### src/rtl/inst_prefetch.sv
// Instruction prefetch queue: fetches sequential words ahead of the consumer and flushes on branch redirect.
// Optional stall counter output enabled by defining INST_PREFETCH_STATS_EN.
//
// state | meaning
// IDLE  | no request in flight; issues one whenever the queue has room
// REQ   | request at fetch_pc on the bus, back-to-back until the queue fills
// DRAIN | redirected while a request was pending; hold old address, discard its word
module inst_prefetch #(
    parameter int          DEPTH    = 4,
    parameter logic [31:0] RESET_PC = 32'h0000_0000
) (
    input  logic        clk,
    input  logic        rst,
    output logic        mem_req,
    output logic [31:0] mem_addr,
    input  logic        mem_ack,
    input  logic [31:0] mem_rdata,
    input  logic        branch_valid,
    input  logic [31:0] branch_target,
    input  logic        write_ir,
    output logic [31:0] IR,
    output logic        W_IR_valid,
`ifdef INST_PREFETCH_STATS_EN
    output logic [15:0] stall_cnt,
`endif
    output logic [31:0] ir_pc
);
    localparam int PW = $clog2(DEPTH);
    localparam int CW = $clog2(DEPTH) + 1;
    localparam logic [CW-1:0] DEPTH_C = CW'(DEPTH);

    typedef enum logic [1:0] {IDLE = 2'd0, REQ = 2'd1, DRAIN = 2'd2} state_t;

    state_t        state, state_nxt;
    logic [31:0]   q_data [DEPTH];
    logic [31:0]   q_pc   [DEPTH];
    logic [PW-1:0] head, tail;
    logic [CW-1:0] count;
    logic [31:0]   fetch_pc, drain_addr;
    logic          full, req_active, push, pop, fill_last;
    logic          unused_ok;

    assign unused_ok  = ^branch_target[1:0];
    assign full       = (count == DEPTH_C);
    // IDLE with room presents its request combinationally so the first fetch follows reset release
    assign req_active = (state == REQ) || (state == DRAIN) || (state == IDLE && !full);
    assign push       = mem_req && mem_ack && (state != DRAIN) && !branch_valid;
    assign pop        = write_ir && (count != '0) && !branch_valid;
    assign fill_last  = push && !pop && (count == DEPTH_C - CW'(1));

    always_ff @(posedge clk) begin
        if (rst) state <= IDLE;
        else     state <= state_nxt;
    end

    always_comb begin
        state_nxt = state;
        unique case (state)
            DRAIN: if (mem_ack) state_nxt = REQ;
            default: begin
                if (req_active) begin
                    if (branch_valid)  state_nxt = mem_ack ? REQ : DRAIN;
                    else if (mem_ack)  state_nxt = fill_last ? IDLE : REQ;
                    else               state_nxt = REQ;
                end else if (branch_valid) begin
                    state_nxt = REQ;
                end
            end
        endcase
    end

    always_comb begin
        mem_req    = req_active && !rst;
        mem_addr   = (state == DRAIN) ? drain_addr : fetch_pc;
        W_IR_valid = (count != '0);
        IR         = W_IR_valid ? q_data[head] : 32'h0;
        ir_pc      = W_IR_valid ? q_pc[head]   : 32'h0;
    end

    always_ff @(posedge clk) begin
        if (rst) begin
            head       <= '0;
            tail       <= '0;
            count      <= '0;
            fetch_pc   <= RESET_PC;
            drain_addr <= RESET_PC;
        end else begin
            // frozen while draining so the abandoned address stays on the bus
            if (state != DRAIN) drain_addr <= fetch_pc;
            if (branch_valid) begin
                head     <= '0;
                tail     <= '0;
                count    <= '0;
                fetch_pc <= {branch_target[31:2], 2'b00};
            end else begin
                if (push) begin
                    q_data[tail] <= mem_rdata;
                    q_pc[tail]   <= fetch_pc;
                    tail         <= tail + PW'(1);
                    fetch_pc     <= fetch_pc + 32'd4;
                end
                if (pop) head <= head + PW'(1);
                case ({push, pop})
                    2'b10:   count <= count + CW'(1);
                    2'b01:   count <= count - CW'(1);
                    default: count <= count;
                endcase
            end
        end
    end

`ifdef INST_PREFETCH_STATS_EN
    always_ff @(posedge clk) begin
        if (rst)
            stall_cnt <= 16'h0;
        else if (!W_IR_valid && stall_cnt != 16'hFFFF)
            stall_cnt <= stall_cnt + 16'd1;
    end
`endif

endmodule

### config.mk
export PLATFORM = sky130hd
export DESIGN_NAME = inst_prefetch
export DESIGN_NICKNAME = d
export VERILOG_FILES = /design/src/rtl/inst_prefetch.sv
export SDC_FILE = /design/constraint.sdc
export NUM_CORES = 1
export LEC_CHECK = 0
export BUFFER_PORTS_ARGS = -buffer_cell sky130_fd_sc_hd__buf_2
export CAP_MARGIN = 20
export CORE_ASPECT_RATIO = 0.7
export CORE_MARGIN = 2
export CORE_UTILIZATION = 55
export CTS_CLUSTER_DIAMETER = 200
export CTS_CLUSTER_SIZE = 10
export DETAILED_ROUTE_END_ITERATION = 7
export GPL_ROUTABILITY_DRIVEN = 0
export MAX_ROUTING_LAYER = met4
export PLACE_DENSITY = 0.76
export SETUP_SLACK_MARGIN = 0.15
export SLEW_MARGIN = 10
export SYNTH_ARGS = -nofsm -noshare
export SYNTH_HDL_FRONTEND = slang
export SYNTH_SLANG_ARGS = --single-unit
### constraint.sdc
create_clock -name clk -period 4.9 [get_ports clk]
set_input_delay 0.49 -clock clk [delete_from_list [all_inputs] [get_ports clk]]
set_output_delay 0.49 -clock clk [all_outputs]
set_load 0.05 [all_outputs]
After elaboration in Yosys (flattened, before gate mapping)
Memories as Yosys holds them, arrays and structs flattened. A register that Yosys moved wholly into a read port is not among the register bits.
Index checks and enable logic that the tools add are counted.
{"block": "totals", "reg_bits": 73, "ram_bits": 256, "in_bits": 69, "output_inout_bits": 98, "word_cells": 66, "n_memories": 2}
{"block": "classes", "addsub": 5, "n_eq_ne": 8, "n_mux": 22, "reduce_logical": 22}
{"memory": "q_data", "words": 4, "width": 32, "rd": 1, "rd_ports_with_merged_regs": 1, "write_ports": 1, "line": "35", "source": "logic [31:0] q_data [DEPTH];"}
{"memory": "q_pc", "words": 4, "width": 32, "rd": 1, "rd_ports_with_merged_regs": 1, "write_ports": 1, "line": "36", "source": "logic [31:0] q_pc [DEPTH];"}
{"op": "$mux 32", "count": 5}
{"op": "$add 32x3->32 const B", "count": 1}
{"op": "$mux 2", "count": 10}
{"op": "$logic_and 1x1->1", "count": 9}
{"op": "$mux 1", "count": 6}
{"op": "$pmux 3 s2", "count": 1}
{"op": "$reduce_bool 3->1", "count": 2}
{"op": "$add 2x1->2 const B", "count": 2}
{"op": "$eq 2x1->1 const B", "count": 2}
{"op": "$eq 2x2->1 const B", "count": 2}
{"op": "$logic_not 1->1", "count": 4}
{"op": "$ne 2x2->1 const B", "count": 2}
{"op": "$reduce_bool 2->1", "count": 2}
{"op": "$add 3x1->3 const B", "count": 1}
{"op": "$eq 3x2->1 const B", "count": 1}
{"op": "$eq 3x3->1 const B", "count": 1}
{"op": "$sub 3x1->3 const B", "count": 1}
{"op": "$logic_not 2->1", "count": 1}
{"op": "$logic_or 1x1->1", "count": 2}
{"op": "$reduce_and 2->1", "count": 1}
{"op": "$reduce_or 2->1", "count": 1}

Depth between registers and ports, before layout
Gate-level depths: netlist of the first run.
{"block": "depth", "ltp_word": 15, "mapped_depth": 12, "ltp_nobuf": 11}

Worst setup path after synthesis of the first run
Ideal clock, no wire load.
{"block": "synth_timing", "path_type": "reg-to-reg", "startpoint": "register state[0]", "endpoint": "memory q_data[0][0] (enable)", "setup_time_ns": 0.427, "t_arrival_ns": 2.743, "t_required_ns": 4.473, "path_slack_ns": 1.730, "path_stages_with_launch": 7, "n_path_buf": 1, "synth_period_minus_slack_ns": 3.170, "cell_sequence": "dfxtp_1 -> inv_1 -> ha_1 -> o21ba_2 -> and3_4 -> buf_6 -> and3_1"}
{"block": "synth_via", "elab_chain_cells": 11, "elab_cells_between_ends": 15, "classes_between": "eq/ne (3); mux (4); reduce/logical (8)"}
{"item": "start, declared", "line": "34", "source": "state_t state, state_nxt;"}
{"item": "start signal, assigned", "line": "53", "source": "else state <= state_nxt;"}
{"item": "$eq 2x1->1 (tied with other cells)", "line": "46", "source": "assign req_active = (state == REQ) || (state == DRAIN) || (state == IDLE && !full);"}
{"item": "$logic_or 1x1->1 / $logic_and 1x1->1 (equally long branches)", "line": "46"}
{"item": "$logic_or 1x1->1", "line": "46"}
{"item": "$logic_and 1x1->1", "line": "73", "source": "mem_req = req_active && !rst;"}
{"item": "$logic_and 1x1->1", "line": "47", "source": "assign push = mem_req && mem_ack && (state != DRAIN) && !branch_valid;"}
{"item": "$logic_and 1x1->1 (*) (2 in series)", "line": "47"}
{"item": "$mux 1 (*)", "line": "96", "source": "if (push) begin"}
{"item": "$mux 1 (*)", "line": "90", "source": "if (branch_valid) begin"}
{"item": "$mux 1 (*)", "line": "81", "source": "if (rst) begin"}
{"item": "$mux 1 (not written as such) (*)", "line": "97", "source": "q_data[tail] <= mem_rdata;"}
{"item": "end, declared", "line": "35"}
Every way passes the cells marked *; elsewhere a longest branch is shown, timed or not.

==> impl_metrics.toml, run 1 <==
[final_layout]
filler_cell_count = 1692
drive_gt1_frac = 0.324
nets = 1045
syn_to_final_growth_pct = 16.4
post-route-util = 0.649

[job]
maxCapViolations = 0

[clock_tree]
cts_tree = "built"
cts_sinks = 319
clk_path_buf_depth = 3
hold_buffers = 0
ctsResizeCount = 0
insertion_delay_ps = 500
clkTransAtPathRegs_ps = 60
root_buffer = "clkbuf_16"
numCtsBuffers = 37
cts_setup_buffers = 0
cts_htree_levels = 2

[detailed_routing]
dr.pass1.iters = 5
drc = 0
vias_per_cell = 5.51
drt_iter0_drc = 494
wl_um = 25600
wire_per_inst_um = 19.5
final_antenna_net_count = 0
dr_total_vias = 7243

[floorplan]
core_um2 = 23500
rows = 47
start_util = 0.557
io_pins = 167
chipWidth_um = 188
die_h_um = 133
die-area_um2 = 25000

[timing]
rsz0062_at_grt = "no"
min_period_over_period = 0.661
hold_viol_final = 0
period_minus_slack_ps = 3240
fin_setup_tns_ps = 0
holdWs_ps = 207
slew_violations = 0
relSlewSlack = 0.333
finalClockSkew_ps = 12.5
clock.fmax_mhz = 309
finalSetupViolations = 0
tightest_slew_ps = 1000

[power]
pwr-share-comb = 0.066
swShare = 0.219
p_per_area_nw_per_um2 = 386
switchingPower_w = 0.00129
clock_power_share = 0.419
ir_worst_vdd_mv = 0.248
seq_power_share = 0.515
design_power_total_w = 0.00588
leakagePower_nw = 5.58
p_int_w = 0.00459

[global_route]
track_usage = 0.215
grt_pass1_vias = 7207
grt_start_max_net_pins = 65
antenna_found_initial = 1
grt_overflow_total = 0
grt_pass1_wl_um = 40300

[setup_path]
reg2reg_to = "count[2]$_SDFFE_PP0P_"
reg2regPathDepth = 11
crit_arrival_ps = 2750
crit_buf_inv = 2
cp-end-kind = "primary output"
path_max_fanout = 36
cp.required_ps = 4410
regToRegSetupSlack_ps = 1910
reg2reg_from = "state[0]$_SDFFE_PP0P_"
path_cells = "buf_4 > mux4_2 > and2_1 > buf_2"
path_class = "reg2out"
cp_top_family = "flip-flops"
cp_slowest_cell = "dfxtp_4"
start_kind = "flip-flop"
critical-path-max-stage-delay_ps = 830

[synth]
avgSynthCellArea_um2 = 16.2
seq_area_frac_synth = 0.679
synth_warnings = 0
synth_most_common_cell = "edfxtp_1"
netlist.area_leader.share = 0.570
syn_inst = 807
synth_seq_cells = 319
yosys-top-cells-count = "edfxtp_1, dfxtp_1, and2_1, mux4_2, inv_1"
async_flop_share = 0
ys_types = 48
synth_edf_count = 248
synth_largest_area_cell = "edfxtp_1"
yosys-top-cells-area = "edfxtp_1, dfxtp_1, mux4_2, and2_1, mux2_2"
netlist_area_um2 = 13100
ys.flop_type = "edfxtp_1"

[place]
numPortBuffers = 160
dp_hpwl_um = 14700

[worst_hold_path]
hold_class = "in2reg"
worstHoldStart = "mem_rdata[19]"
min_delay_path_depth = 1
hold_end = "q_data[0][19]$_DFFE_PP_"

[run_status]
outcome = "completed"
-- cells by family (layout without fill, tap and decap cells) --
| group | after synthesis | after routing | synth area share |
|---|---|---|---|
| AO/OA/AOI/OAI | 68 | 68 | 0.0326 |
| XOR/XNOR | 32 | 32 | 0.0214 |
| adder cells (fa/ha/maj) | 10 | 10 | 0.0101 |
| buffers and inverters | 88 | 273 | 0.0291 |
| flip-flops | 319 | 319 | 0.679 |
| multiplexers | 92 | 92 | 0.132 |
| other | 1 | 5 | 0.000287 |
| AND/OR/NAND/NOR | 197 | 197 | 0.0953 |
-- stage by stage --
| stage | std cells | instance area [um^2] | worst slack (ps) |
|---|---|---|---|
| 2_1_floorplan | 810 | 13100 | 1730 |
| 3_3_place_gp | 1245 | 14100 | 1970 |
| 3_5_place_dp | 1245 | 14100 | 1950 |
| 4_1_cts | 1313 | 15200 | 1570 |
| 5_1_grt | 1314 | 15200 | 1450 |
| 6_report | 1314 | 15200 | 1660 |
-- final cells by class --
class	instances	area [um^2]	share of cell area
antenna	1	2.50	0.000164
clock buffer	67	1080	0.0710
clock inverter	1	8.76	0.000576
inverter	39	146	0.00962
multi-input combinational	403	3860	0.254
sequential	319	8880	0.583
tap	318	398	0.0261
timing repair buffer	166	846	0.0556
-- worst reg2reg max path, cell delays in order (launching register included) --
cell     delay (ps)
dfxtp_1         340
inv_1            70
ha_1            330
or4b_4          540
and3_4          270
nand2_1         150
ha_1            200
inv_1            60
fa_1            370
xor2_1          160
or3_1           300
a21oi_1         140
-- layer usage --
layer	share of wire	wire (um)	global-route usage	vias up
li1	-	-	-	3344
met1	0.47	11900	0.310	3624
met2	0.45	11600	0.318	246
met3	0.071	1810	0.0496	29
met4	0.011	293	0.0424	0
met5	0	0	-	-
-- power by group through the flow --
stage	registers [W]	logic, W	clock network, W
finish	0.00303	0.000386	0.00246
global route	0.00303	0.000418	0.00263
CTS	0.00303	0.000390	0.00251
detailed placement	0.00308	0.000387	0
global placement	0.00308	0.000382	0
floorplan	0.00307	0.000290	0
-- how the worst max path moves through the flow --
| stage | from | cells after the start | endpoint | slack (ps) |
|---|---|---|---|---|
| global route | flip-flop | 4 | ir_pc[28] | 1450 |
| detailed placement | state[1]$_SDFFE_PP0P_ | 11 | count[2]$_SDFFE_PP0P_ | 1950 |
| global placement | state[1]$_SDFFE_PP0P_ | 11 | count[2]$_SDFFE_PP0P_ | 1970 |
| floorplan | state[0]$_SDFFE_PP0P_ | 6 | q_data[0][0]$_DFFE_PP_ | 1730 |
| finish | flip-flop | 4 | ir_pc[28] | 1660 |
| CTS | flip-flop | 4 | ir_pc[28] | 1570 |
-- placed cells by master (no fill, tap or decap), drive strengths merged, types with 9 or more instances in the layout --
cell type and n:
a21oi 30, and2 63, buf 166, clkbuf 67
dfxtp 71, edfxtp 248, ha 9, inv 40
mux2 25, mux4 62, nand2 17, nand3 10
nand4 11, nor2 19, nor2b 34, nor3 15
nor4 9, o21a 24, xnor2 14, xor2 18
-- flip-flops by register name, summed over array words and instances (netlist names), named ones only --
signal,count
head,2
q_pc,120
q_data,128
tail,2
fetch_pc,30
count,3
state,2
drain_addr,30
No activity file was read; power rests on OpenSTA's default activity.
==> inputs of run 2 (changes only) <==
clock period = 3.3 ns   (was 4.9 ns; I/O delays follow)
==> run 2 against run 1 <==
  * Register-to-register slack lost 1500 ps
  * Total power up 49%
  * Routed wire length increased by 3.5%
  * Critical path depth up 7
  * Non-clock buffer count increased by 5
  * Flip-flop and latch count did not move
  * Hold slack got worse by 170 ps
  * Global-route usage up 0.83 points
  * Die area unchanged
  * Clock skew up 1.4 ps
  * Setup slack worse by 1200 ps
  * Clock power grew 49%
  * Critical endpoint is now count[2]$_SDFFE_PP0P_
  * Largest cell class unchanged
==> impl_metrics.toml, run 2 (synthesis results as in run 1) <==
[detailed_routing]
dr_total_vias = 7244
vias_per_cell = 5.49
dr.pass1.iters = 5
final_antenna_net_count = 0
wire_per_inst_um = 20.1
drt_iter0_drc = 498
drc = 0
wl_um = 26500

[floorplan]
io_pins = 167
start_util = 0.557
core_um2 = 23500
rows = 47
chipWidth_um = 188
die_h_um = 133
die-area_um2 = 25000

[global_route]
use_met2 = 0.337
grt_start_max_net_pins = 65
antenna_found_initial = 1
track_usage = 0.223
grt_overflow_total = 0
busiest_layer = "met2"
grtUsageMet3 = 0.0408
grt_pass1_vias = 7453
grt_pass1_wl_um = 41700
use_met1 = 0.320

[timing]
period_minus_slack_ps = 2890
holdWs_ps = 36.8
slew_violations = 0
finalSetupViolations = 0
relSlewSlack = 0.339
rsz0062_at_grt = "no"
finalClockSkew_ps = 13.8
clock.fmax_mhz = 346
hold_viol_final = 0
fin_ws_ps = 412
fin_setup_tns_ps = 0
min_period_over_period = 0.875
tightest_slew_ps = 991

[final_layout]
largest_reg_flops = 128
final_cell_mix = "edfxtp_1, buf_2, dfxtp_1"
syn_to_final_growth_pct = 16.8
drive_gt1_frac = 0.327
reg_top3 = "q_data (128), q_pc (120)"
nets = 1050
filler_cell_count = 1685
regMostFlops = "q_data"
post-route-util = 0.651
final_common_cell = "edfxtp_1"

[setup_path]
cp_top_family = "simple AND/OR/NAND/NOR gates"
startpoint = "state[1]$_SDFFE_PP0P_"
crit_arrival_ps = 3330
crit_buf_inv = 2
regToRegSetupSlack_ps = 410
endpoint = "count[2]$_SDFFE_PP0P_"
cp.required_ps = 3740
path_max_fanout = 4
reg2reg_from = "state[1]$_SDFFE_PP0P_"
reg2regPathDepth = 11
start_kind = "flip-flop"
critical-path-max-stage-delay_ps = 540
path_depth = 11
path_class = "reg2reg"
cp-end-kind = "flip-flop"
path_cells = "inv_1 > ha_1 > or4b_4 > and3_4 > nand2_1 > ha_1 > inv_1 > fa_1 > xor2_1 > or3_1 > a21oi_1"
cp_slowest_cell = "or4b_4"
reg2reg_to = "count[2]$_SDFFE_PP0P_"

[place]
numPortBuffers = 160
dp_slack_ps = 455
dp_hpwl_um = 15400

[clock_tree]
root_buffer = "clkbuf_16"
hold_buffers = 0
cts_tree = "built"
cts_setup_buffers = 0
insertion_delay_ps = 510
ctsResizeCount = 0
cts_htree_levels = 2
clkTransAtPathRegs_ps = 60
clk_path_buf_depth = 3
cts_sinks = 319
numCtsBuffers = 37

[power]
leakagePower_nw = 5.60
design_power_total_w = 0.00875
ir_worst_vdd_mv = 0.333
p_per_area_nw_per_um2 = 573

[run_status]
outcome = "completed"

[worst_hold_path]
hold_class = "in2reg"

[job]
maxCapViolations = 0
run 2: how the worst min path moves through the flow:
stage                              end  depth (start not counted)  slack [ps]            startpoint
3_3_place_gp      tail[1]$_SDFFE_PP0P_                          2         480  tail[1]$_SDFFE_PP0P_
6_report       q_data[0][19]$_DFFE_PP_                          1          40         mem_rdata[19]
3_5_place_dp      tail[1]$_SDFFE_PP0P_                          2         490  tail[1]$_SDFFE_PP0P_
2_1_floorplan   q_data[0][0]$_DFFE_PP_                          0         430          mem_rdata[0]
4_1_cts        q_data[2][31]$_DFFE_PP_                          1          20         mem_rdata[31]
5_1_grt         q_data[1][9]$_DFFE_PP_                          1          30          mem_rdata[9]
run 2: report_power, final:
group	switching (W)	internal [W]	total [W]
Combinational	0.000388	0.000195	0.000583
Clock	0.00147	0.00220	0.00367
Sequential	0.0000737	0.00442	0.00450
run 2: area by class of cell:
type / instances / area, um^2 / area share
Antenna cell: 1 / 2.50 / 0.000164
Clock buffer: 67 / 1080 / 0.0708
Clock inverter: 1 / 8.76 / 0.000574
Inverter: 39 / 146 / 0.00959
Multi-Input combinational cell: 403 / 3860 / 0.253
Sequential cell: 319 / 8880 / 0.581
Tap cell: 318 / 398 / 0.0261
Timing Repair Buffer: 171 / 896 / 0.0587
run 2: metrics by stage:
step                area, um^2  cells
CTS                      15300   1318
global route             15300   1319
global placement         14200   1250
floorplan                13100    810
finish                   15300   1319
detailed placement       14200   1250
run 2: metal layers:
metal	up-vias	part of all wire	routed length, um
met4	0	0.012	321
met1	3590	0.45	12000
met5	-	0	0
li1	3360	-	-
met2	264	0.47	12400
met3	30	0.066	1750
==> inputs of run 3 (changes only) <==
MAX_ROUTING_LAYER = not set   (was met4)
==> run 3 against run 2 <==
  * Sequential power about the same
  * Clock skew up 0.81 ps
  * Final area about the same
  * Count of clock-buffer cells in the layout unchanged
  * Critical endpoint unchanged
  * Via count up 0.21%
  * Sequential share of layout area about the same
==> impl_metrics.toml, run 3 (synthesis results as in run 1) <==
[run_status]
outcome = "completed"

[setup_path]
path_class = "reg2reg"
start_kind = "flip-flop"
cp.required_ps = 3740
crit_arrival_ps = 3320
cp-end-kind = "flip-flop"
path_max_fanout = 4

[timing]
hold_viol_final = 0
relSlewSlack = 0.338
slew_violations = 0
clock.fmax_mhz = 347
min_period_over_period = 0.873
finalSetupViolations = 0
tightest_slew_ps = 993
fin_setup_tns_ps = 0
period_minus_slack_ps = 2880
rsz0062_at_grt = "no"
finalClockSkew_ps = 14.7
holdWs_ps = 36.0

[final_layout]
largest_reg_flops = 128
nets = 1050
final_common_cell = "edfxtp_1"
syn_to_final_growth_pct = 16.8
final_cell_mix = "edfxtp_1, buf_2, dfxtp_1"
post-route-util = 0.651
regMostFlops = "q_data"
diodes = 0
drive_gt1_frac = 0.327
reg_top3 = "q_data (128), q_pc (120)"

[global_route]
grt_pass1_vias = 7463
grt_pass1_wl_um = 41700
grt_start_max_net_pins = 65
grt_overflow_total = 0
track_usage = 0.216
antenna_found_initial = 1

[power]
leakagePower_nw = 5.60
p_per_area_nw_per_um2 = 573
clock_power_share = 0.420
design_power_total_w = 0.00875
p_int_w = 0.00682
seq_power_share = 0.514
swShare = 0.221
pwr-share-comb = 0.067
switchingPower_w = 0.00193
ir_worst_vdd_mv = 0.332

[clock_tree]
cts_setup_buffers = 0
cts_tree = "built"
ctsResizeCount = 0
cts_htree_levels = 2
root_buffer = "clkbuf_16"
cts_sinks = 319
clk_path_buf_depth = 3
numCtsBuffers = 37
clkTransAtPathRegs_ps = 60
insertion_delay_ps = 510
hold_buffers = 0

[detailed_routing]
wl_um = 26400
drt_iter0_drc = 590
wire_per_inst_um = 20.0
drc = 0
dr_total_vias = 7259
dr.pass1.iters = 5
vias_per_cell = 5.51
final_antenna_net_count = 0

[floorplan]
die-area_um2 = 25000
core_um2 = 23500
rows = 47
io_pins = 167
die_h_um = 133
start_util = 0.557
chipWidth_um = 188

[place]
dp_hpwl_um = 15400
numPortBuffers = 160

[job]
maxCapViolations = 0

[worst_hold_path]
hold_class = "in2reg"
==> run 3: cell types whose count changed in the layout (fill, tap and decap cells not counted) <==
cell     previous run  this run
diode_2             1         0
==> run 3: layout make-up <==
type	instances	area, um^2
flip-flops and latches	319	8880
clock inverters	1	8.76
well taps	318	398
multi-input cells	403	3860
inverters	39	146
fillers	1680	8200
clock buffers	67	1080
repair buffers	171	896
==> run 3: metal layers <==
metal  wire (um)  vias to the layer above  GRT usage
met5           0                        -          0
li1            -                     3357          -
met1       12200                     3604      0.318
met4         340                        0     0.0512
met3        1790                       28     0.0435
met2       12100                      270      0.336
==> run 3: final timing paths <==
path	start	end	slack [ps]	cells after the start
setup / recovery	state[1]$_SDFFE_PP0P_	count[2]$_SDFFE_PP0P_	420	11
hold / removal	mem_rdata[30]	q_data[0][30]$_DFFE_PP_	40	1
setup reg to reg	state[1]$_SDFFE_PP0P_	count[2]$_SDFFE_PP0P_	420	11
hold reg to reg	tail[1]$_SDFFE_PP0P_	tail[1]$_SDFFE_PP0P_	500	2
==> run 3: worst max-delay path, cell delays in order, from the launching register on <==
cell	delay, ps
dfxtp_1	350
inv_1	70
ha_1	300
or4b_4	540
and3_4	200
nand2_1	130
ha_1	200
inv_1	60
fa_1	370
xor2_1	160
or3_1	310
a21oi_1	140
==> run 3: through the flow <==
step           area [um^2]  cells  setup slack, ps
6_report             15300   1318              419
3_5_place_dp         14200   1250              455
4_1_cts              15300   1318              421
3_3_place_gp         14200   1250              484
2_1_floorplan        13100    810              434
5_1_grt              15300   1318              212
==> run 3: power by group through the flow <==
stage	sequential, W	clock (W)	combinational, W
final	0.00449	0.00367	0.000582
after global routing	0.00451	0.00392	0.000627
after CTS	0.00449	0.00375	0.000586
after global placement	0.00457	0	0.000576
after floorplan	0.00455	0	0.000431
after detailed placement	0.00458	0	0.000583
